### config.mk
export PLATFORM = sky130hd
export DESIGN_NAME = vert_ucode_quicksort_enqueue
export DESIGN_NICKNAME = d
export VERILOG_FILES = /design/src/rtl/vert_ucode_quicksort_pkg.sv /design/src/rtl/vert_ucode_quicksort_bank_pick.sv /design/src/rtl/vert_ucode_quicksort_enqueue.sv
export SDC_FILE = /design/constraint.sdc
export NUM_CORES = 1
export LEC_CHECK = 0
export ABC_AREA = 1
export BUFFER_PORTS_ARGS = -buffer_cell sky130_fd_sc_hd__buf_2
export CAP_MARGIN = 15
export CORE_ASPECT_RATIO = 2
export CORE_MARGIN = 10
export CORE_UTILIZATION = 45
export CTS_CLUSTER_SIZE = 12
export DETAILED_ROUTE_END_ITERATION = 8
export GPL_ROUTABILITY_DRIVEN = 0
export PLACE_DENSITY = 0.74
export SLEW_MARGIN = 10
export SYNTH_ARGS = -nofsm -noshare
export SYNTH_HDL_FRONTEND = slang
export SYNTH_SLANG_ARGS = --single-unit
### constraint.sdc
create_clock -name clk -period 4.6 [get_ports clk]
set_clock_uncertainty 0.1 [all_clocks]
set_input_delay 0.92 -clock clk [delete_from_list [all_inputs] [get_ports clk]]
set_output_delay 0.92 -clock clk [all_outputs]
set_load 0.02 [all_outputs]
### src/rtl/vert_ucode_quicksort_pkg.sv
// Shared types and constants for the microcoded quicksort.
// The enqueue front-end and its round-robin bank picker use them.
package vert_ucode_quicksort_pkg;

    localparam int N      = 16;
    localparam int W      = 32;
    localparam int BANK_N = 2;

    typedef logic [$clog2(BANK_N)-1:0] bank_n_t;
    typedef logic [$clog2(N)-1:0]      addr_t;
    typedef logic [$clog2(N):0]        n_t;
    typedef logic [W-1:0]              w_t;

    typedef enum logic [2:0] {
        ENQUEUE_FSM_IDLE = 3'b000,
        ENQUEUE_FSM_LOAD = 3'b101
    } enqueue_fsm_t;

    localparam int ENQUEUE_FSM_BUSY_B = 2;

    typedef struct packed {
        bank_n_t bank;
        n_t      n;
        logic    error;
    } load_done_t;

    // Round-robin successor of a bank index, wrapping at BANK_N.
    function automatic bank_n_t bank_inc(input bank_n_t b);
        return (b == bank_n_t'(BANK_N - 1)) ? '0 : bank_n_t'(b + 1'b1);
    endfunction

endpackage

### src/rtl/vert_ucode_quicksort_bank_pick.sv
// Combinational round-robin picker.
// Returns the first idle bank at or after the rr pointer.
module vert_ucode_quicksort_bank_pick
    import vert_ucode_quicksort_pkg::*;
(
    input  logic [BANK_N-1:0]         bank_idle,
    input  logic [$clog2(BANK_N)-1:0] rr,
    output logic                      found,
    output logic [$clog2(BANK_N)-1:0] bank
);

    // Scan from the farthest offset down so the nearest idle bank wins.
    always_comb begin
        bank_n_t idx;
        found = 1'b0;
        bank  = '0;
        idx   = '0;
        for (int i = BANK_N - 1; i >= 0; i--) begin
            idx = bank_n_t'((int'(rr) + i) % BANK_N);
            if (bank_idle[idx]) begin
                found = 1'b1;
                bank  = idx;
            end
        end
    end

endmodule

### src/rtl/vert_ucode_quicksort_enqueue.sv
// Quicksort input front-end: streams an unsorted list into an idle bank RAM
// and reports load start and completion to the bank-state holder.
module vert_ucode_quicksort_enqueue
    import vert_ucode_quicksort_pkg::*;
(
    input  logic                      clk,
    input  logic                      rst,
    input  logic                      in_vld,
    input  logic [W-1:0]              in_w,
    input  logic                      in_commit,
    output logic                      in_rdy,
    input  logic [BANK_N-1:0]         bank_idle,
    output logic                      wr_en,
    output logic [$clog2(BANK_N)-1:0] wr_bank,
    output logic [$clog2(N)-1:0]      wr_addr,
    output logic [W-1:0]              wr_data,
    output logic                      load_start_vld,
    output logic                      load_done_vld,
    output logic [$clog2(N):0]        load_done_n,
    output logic                      load_done_error,
    output logic                      busy
);

    enqueue_fsm_t state;
    n_t           n;
    bank_n_t      rr;
    logic         pick_found;
    bank_n_t      pick_bank;
    logic         accept;
    logic         loading;
    bank_n_t      tgt_bank;
    n_t           cnt_next;
    logic         last;

    logic         vld_p1;
    bank_n_t      wr_bank_p1;
    addr_t        wr_addr_p1;
    w_t           wr_data_p1;
    logic         start_p1;
    logic         done_vld_p1;
    load_done_t   done_p1;

    vert_ucode_quicksort_bank_pick u_pick (
        .bank_idle (bank_idle),
        .rr        (rr),
        .found     (pick_found),
        .bank      (pick_bank)
    );

    assign loading = (state == ENQUEUE_FSM_LOAD);
    assign busy    = state[ENQUEUE_FSM_BUSY_B];

    // The done cycle doubles as a bubble so the holder can retire the bank
    // from bank_idle before the next pick is taken.
    assign in_rdy = ~rst & ~done_vld_p1 & (loading | pick_found);
    assign accept = in_vld & in_rdy;

    always_comb begin
        tgt_bank = loading ? wr_bank_p1 : pick_bank;
        cnt_next = loading ? n_t'(n + 1'b1) : n_t'(1);
        last     = in_commit | (cnt_next == n_t'(N));
    end

    // Stage p0 -> p1: accepted word becomes a RAM write one cycle later.
    always_ff @(posedge clk or posedge rst) begin
        if (rst) begin
            state       <= ENQUEUE_FSM_IDLE;
            n           <= '0;
            rr          <= '0;
            vld_p1      <= 1'b0;
            start_p1    <= 1'b0;
            done_vld_p1 <= 1'b0;
            wr_bank_p1  <= '0;
            wr_addr_p1  <= '0;
            wr_data_p1  <= '0;
            done_p1     <= '0;
        end else begin
            vld_p1      <= accept;
            start_p1    <= accept & ~loading;
            done_vld_p1 <= accept & last;
            if (done_vld_p1) begin
                rr <= bank_inc(done_p1.bank);
            end
            if (accept) begin
                wr_bank_p1 <= tgt_bank;
                wr_addr_p1 <= loading ? addr_t'(n) : '0;
                wr_data_p1 <= in_w;
                n          <= cnt_next;
                if (last) begin
                    done_p1 <= '{bank: tgt_bank, n: cnt_next, error: ~in_commit};
                    state   <= ENQUEUE_FSM_IDLE;
                end else begin
                    state   <= ENQUEUE_FSM_LOAD;
                end
            end
        end
    end

    assign wr_en           = vld_p1;
    assign wr_bank         = wr_bank_p1;
    assign wr_addr         = wr_addr_p1;
    assign wr_data         = wr_data_p1;
    assign load_start_vld  = start_p1;
    assign load_done_vld   = done_vld_p1;
    assign load_done_n     = done_p1.n;
    assign load_done_error = done_vld_p1 & done_p1.error;

endmodule
==> reports/metrics.csv <==
metric;value;unit
status;finished, final reports clean;
ys_seq_elements;54;
synth_top_flop_cell;dfrtp_1;
synthAdderAreaFrac;0.5568;%
max-vdd-ir-drop;0.0002864;V
antenna_found_initial;0;
rsz0062_at_grt;false;
insertedDiodeCount;0;
root_buffer;clkbuf_8;
power;1.304;mW
yosysSeqAreaShare;60.13;%
drv_slew;0;
drc;0;
fin_area;0.002735;mm²
die_w;69.97;µm
tightest_slew;0.8959;ns
synth_area_per_cell;8.847;µm²
synth-simple-area-share;29.18;%
vias_per_cell;4.712;
dp_cells;382;
final_nets;371;
clk-insertion-delay-late;0.31;ns
setup_violations;0;
path_max_fanout;47;
die_y;119.9;µm
grt.total_usage;13.39;%
crit_path_end_kind;register;
clkTransAtPathRegs;0.09;ns
setup_tns;0;ns
finalHoldViolCount;0;
io_buffers;85;
startpoint_type;primary input;
hpwl;4080;µm
ys_async_sr_fraction;100.0;%
first_pass_iters;4;
syn_nets;293;
maxCapViolations;0;
synth_top_family_by_area;simple AND/OR/NAND/NOR gates;
ys_warn_count;0;
wirelength;5419;µm
num_vias;1833;
core;0.004865;mm²
cts_max_level;2;
required;4.75;ns
maxSlewHeadroom;40.21;%
synthTopCellsByArea;dfrtp_1, nand2_1, inv_1;
syn_to_final_growth;21.71;%
p_leak;1.622;nW
grt_pass1_vias;1998;
min_period_over_period;59.15;%
synth_xor_area_share;0;%
post_dp_cell_area;0.002658;mm²
max_freq;0.3675;GHz
post_cts.repair.setup_buffers;0;
period_needed;2.721;ns
io_pins;86;
drive_gt1_share;30.12;%
wl_per_cell;13.93;µm
ys_top_cells_by_count;nand2_1, dfrtp_1, inv_1;
synth_cell_types;25;
yosysTopAreaCell;dfrtp_1;
cts_tree;done;
grt_max_degree;55;
cts_hold_repair.buffers;0;
synth_compound_area_share;3.452;%
syn_area;0.002247;mm²
grt_pass1_wl;9252;µm
crit_type;in -> reg;
grt_overflow_total;0;
synth_edf_count;0;
die-area;0.008392;mm²
drt-initial-drc-count;139;
initial_utilization;46.19;%
cp_data_arrival_time;2.87;ns
worst_hold_slack;0.3770;ns
synth_most_common_cell;nand2_1;
layout.cells.non_filler;389;
std_cell_rows;36;
hold_path_class;reg -> reg;
ant_nets;0;
cts.sinks;54;
yosysTopAreaCellShare;60.13;%
cellPowerDensity;476.8;mW/mm²
clockBufferDepth;2;
post_synth_mux_area_share;0;%
numCtsBuffers;5;
cts-resized-gates;0;
netlist_instances;254;
[registers in the layout (all words and copies together) (netlist names), 2 cells and up]
name and count:
wr_addr 4, n 5, done_p1 2, load_done_n 5, wr_data 32
[report_power, final]
group	switching, mW	internal [mW]
Sequential	0.0689	0.579
Combinational	0.269	0.136
Clock	0.146	0.105
Total	0.484	0.820
[stage by stage]
| stage | worst slack, ns | utilization [%] |
|---|---|---|
| 2_1_floorplan | 2.265 | - |
| 3_3_place_gp | 1.615 | 54.63 |
| 3_5_place_dp | 1.563 | 54.63 |
| 4_1_cts | 1.885 | 56.20 |
| 5_1_grt | 1.623 | 56.22 |
| 6_report | 1.879 | 56.22 |
[metal layers]
metal / up-vias / wire, µm / GRT usage (%)
li1: 927 / - / -
met1: 848 / 1896 / 12.14
met2: 51 / 3115 / 25.68
met3: 7 / 297 / 4.125
met4: 0 / 111 / 6.328
met5: - / 0 / 0
[placed cells by master, fill, tap and decap left out]
master and n:
nand2_1 131, clkbuf_8 5, clkbuf_1 2, o21ai_0 7
a21oi_1 1, nand3_2 1, nand3_4 1, a21boi_0 1
nor2_1 6, o211ai_1 1, nor2_2 2, nand2_4 1
inv_2 1, nand3b_1 1, dfrtp_1 54, clkinv_2 1
nand4_1 1, nand3_1 10, nand2_2 1, o31ai_1 2
buf_4 1, nor2_8 1, o21a_1 1, inv_1 13
buf_2 85, ha_1 1
[path summary, 6_finish.rpt]
check                                        startpoint                          to  slack (ns)  depth (start not counted)
worst min-delay path            wr_data[20]$_DFFE_PP0P_     wr_data[20]$_DFFE_PP0P_        0.38                          2
worst max-delay path                                rst  load_done_n[2]$_DFFE_PP0P_        1.88                          9
worst max register to register     state[0]$_DFFE_PP0P_  load_done_n[2]$_DFFE_PP0P_        2.10                          9
max in group asynchronous                           rst     wr_data[23]$_DFFE_PP0P_        3.20                          2
min in group asynchronous                           rst         wr_bank$_DFFE_PP0P_        0.68                          2
worst min register to register  wr_data[20]$_DFFE_PP0P_     wr_data[20]$_DFFE_PP0P_        0.38                          2
[layout make-up]
| cell class | count | area, µm² |
|---|---|---|
| fill | 469 | 2130 |
| timing repair buffer | 86 | 432.9 |
| clock buffer | 7 | 76.32 |
| tap | 57 | 71.32 |
| sequential | 54 | 1351 |
| multi-input combinational | 170 | 745.7 |
| inverter | 15 | 57.56 |
[cells by family after synthesis]
logic type	after synthesis
buffers and inverters	30
adder cells (fa/ha/maj)	1
AND/OR/NAND/NOR	156
AO/OA/AOI/OAI	13
flip-flops	54
[critical path, cell delays in order]
cell     delay (ns)
buf_2          0.11
nor2_1         0.18
nand3_2        0.09
buf_4          0.29
inv_2          0.56
nand2_1        0.36
nand2_4        0.20
nand2_1        0.07
nand2_1        0.06
Power figures use the tool's default switching activity.
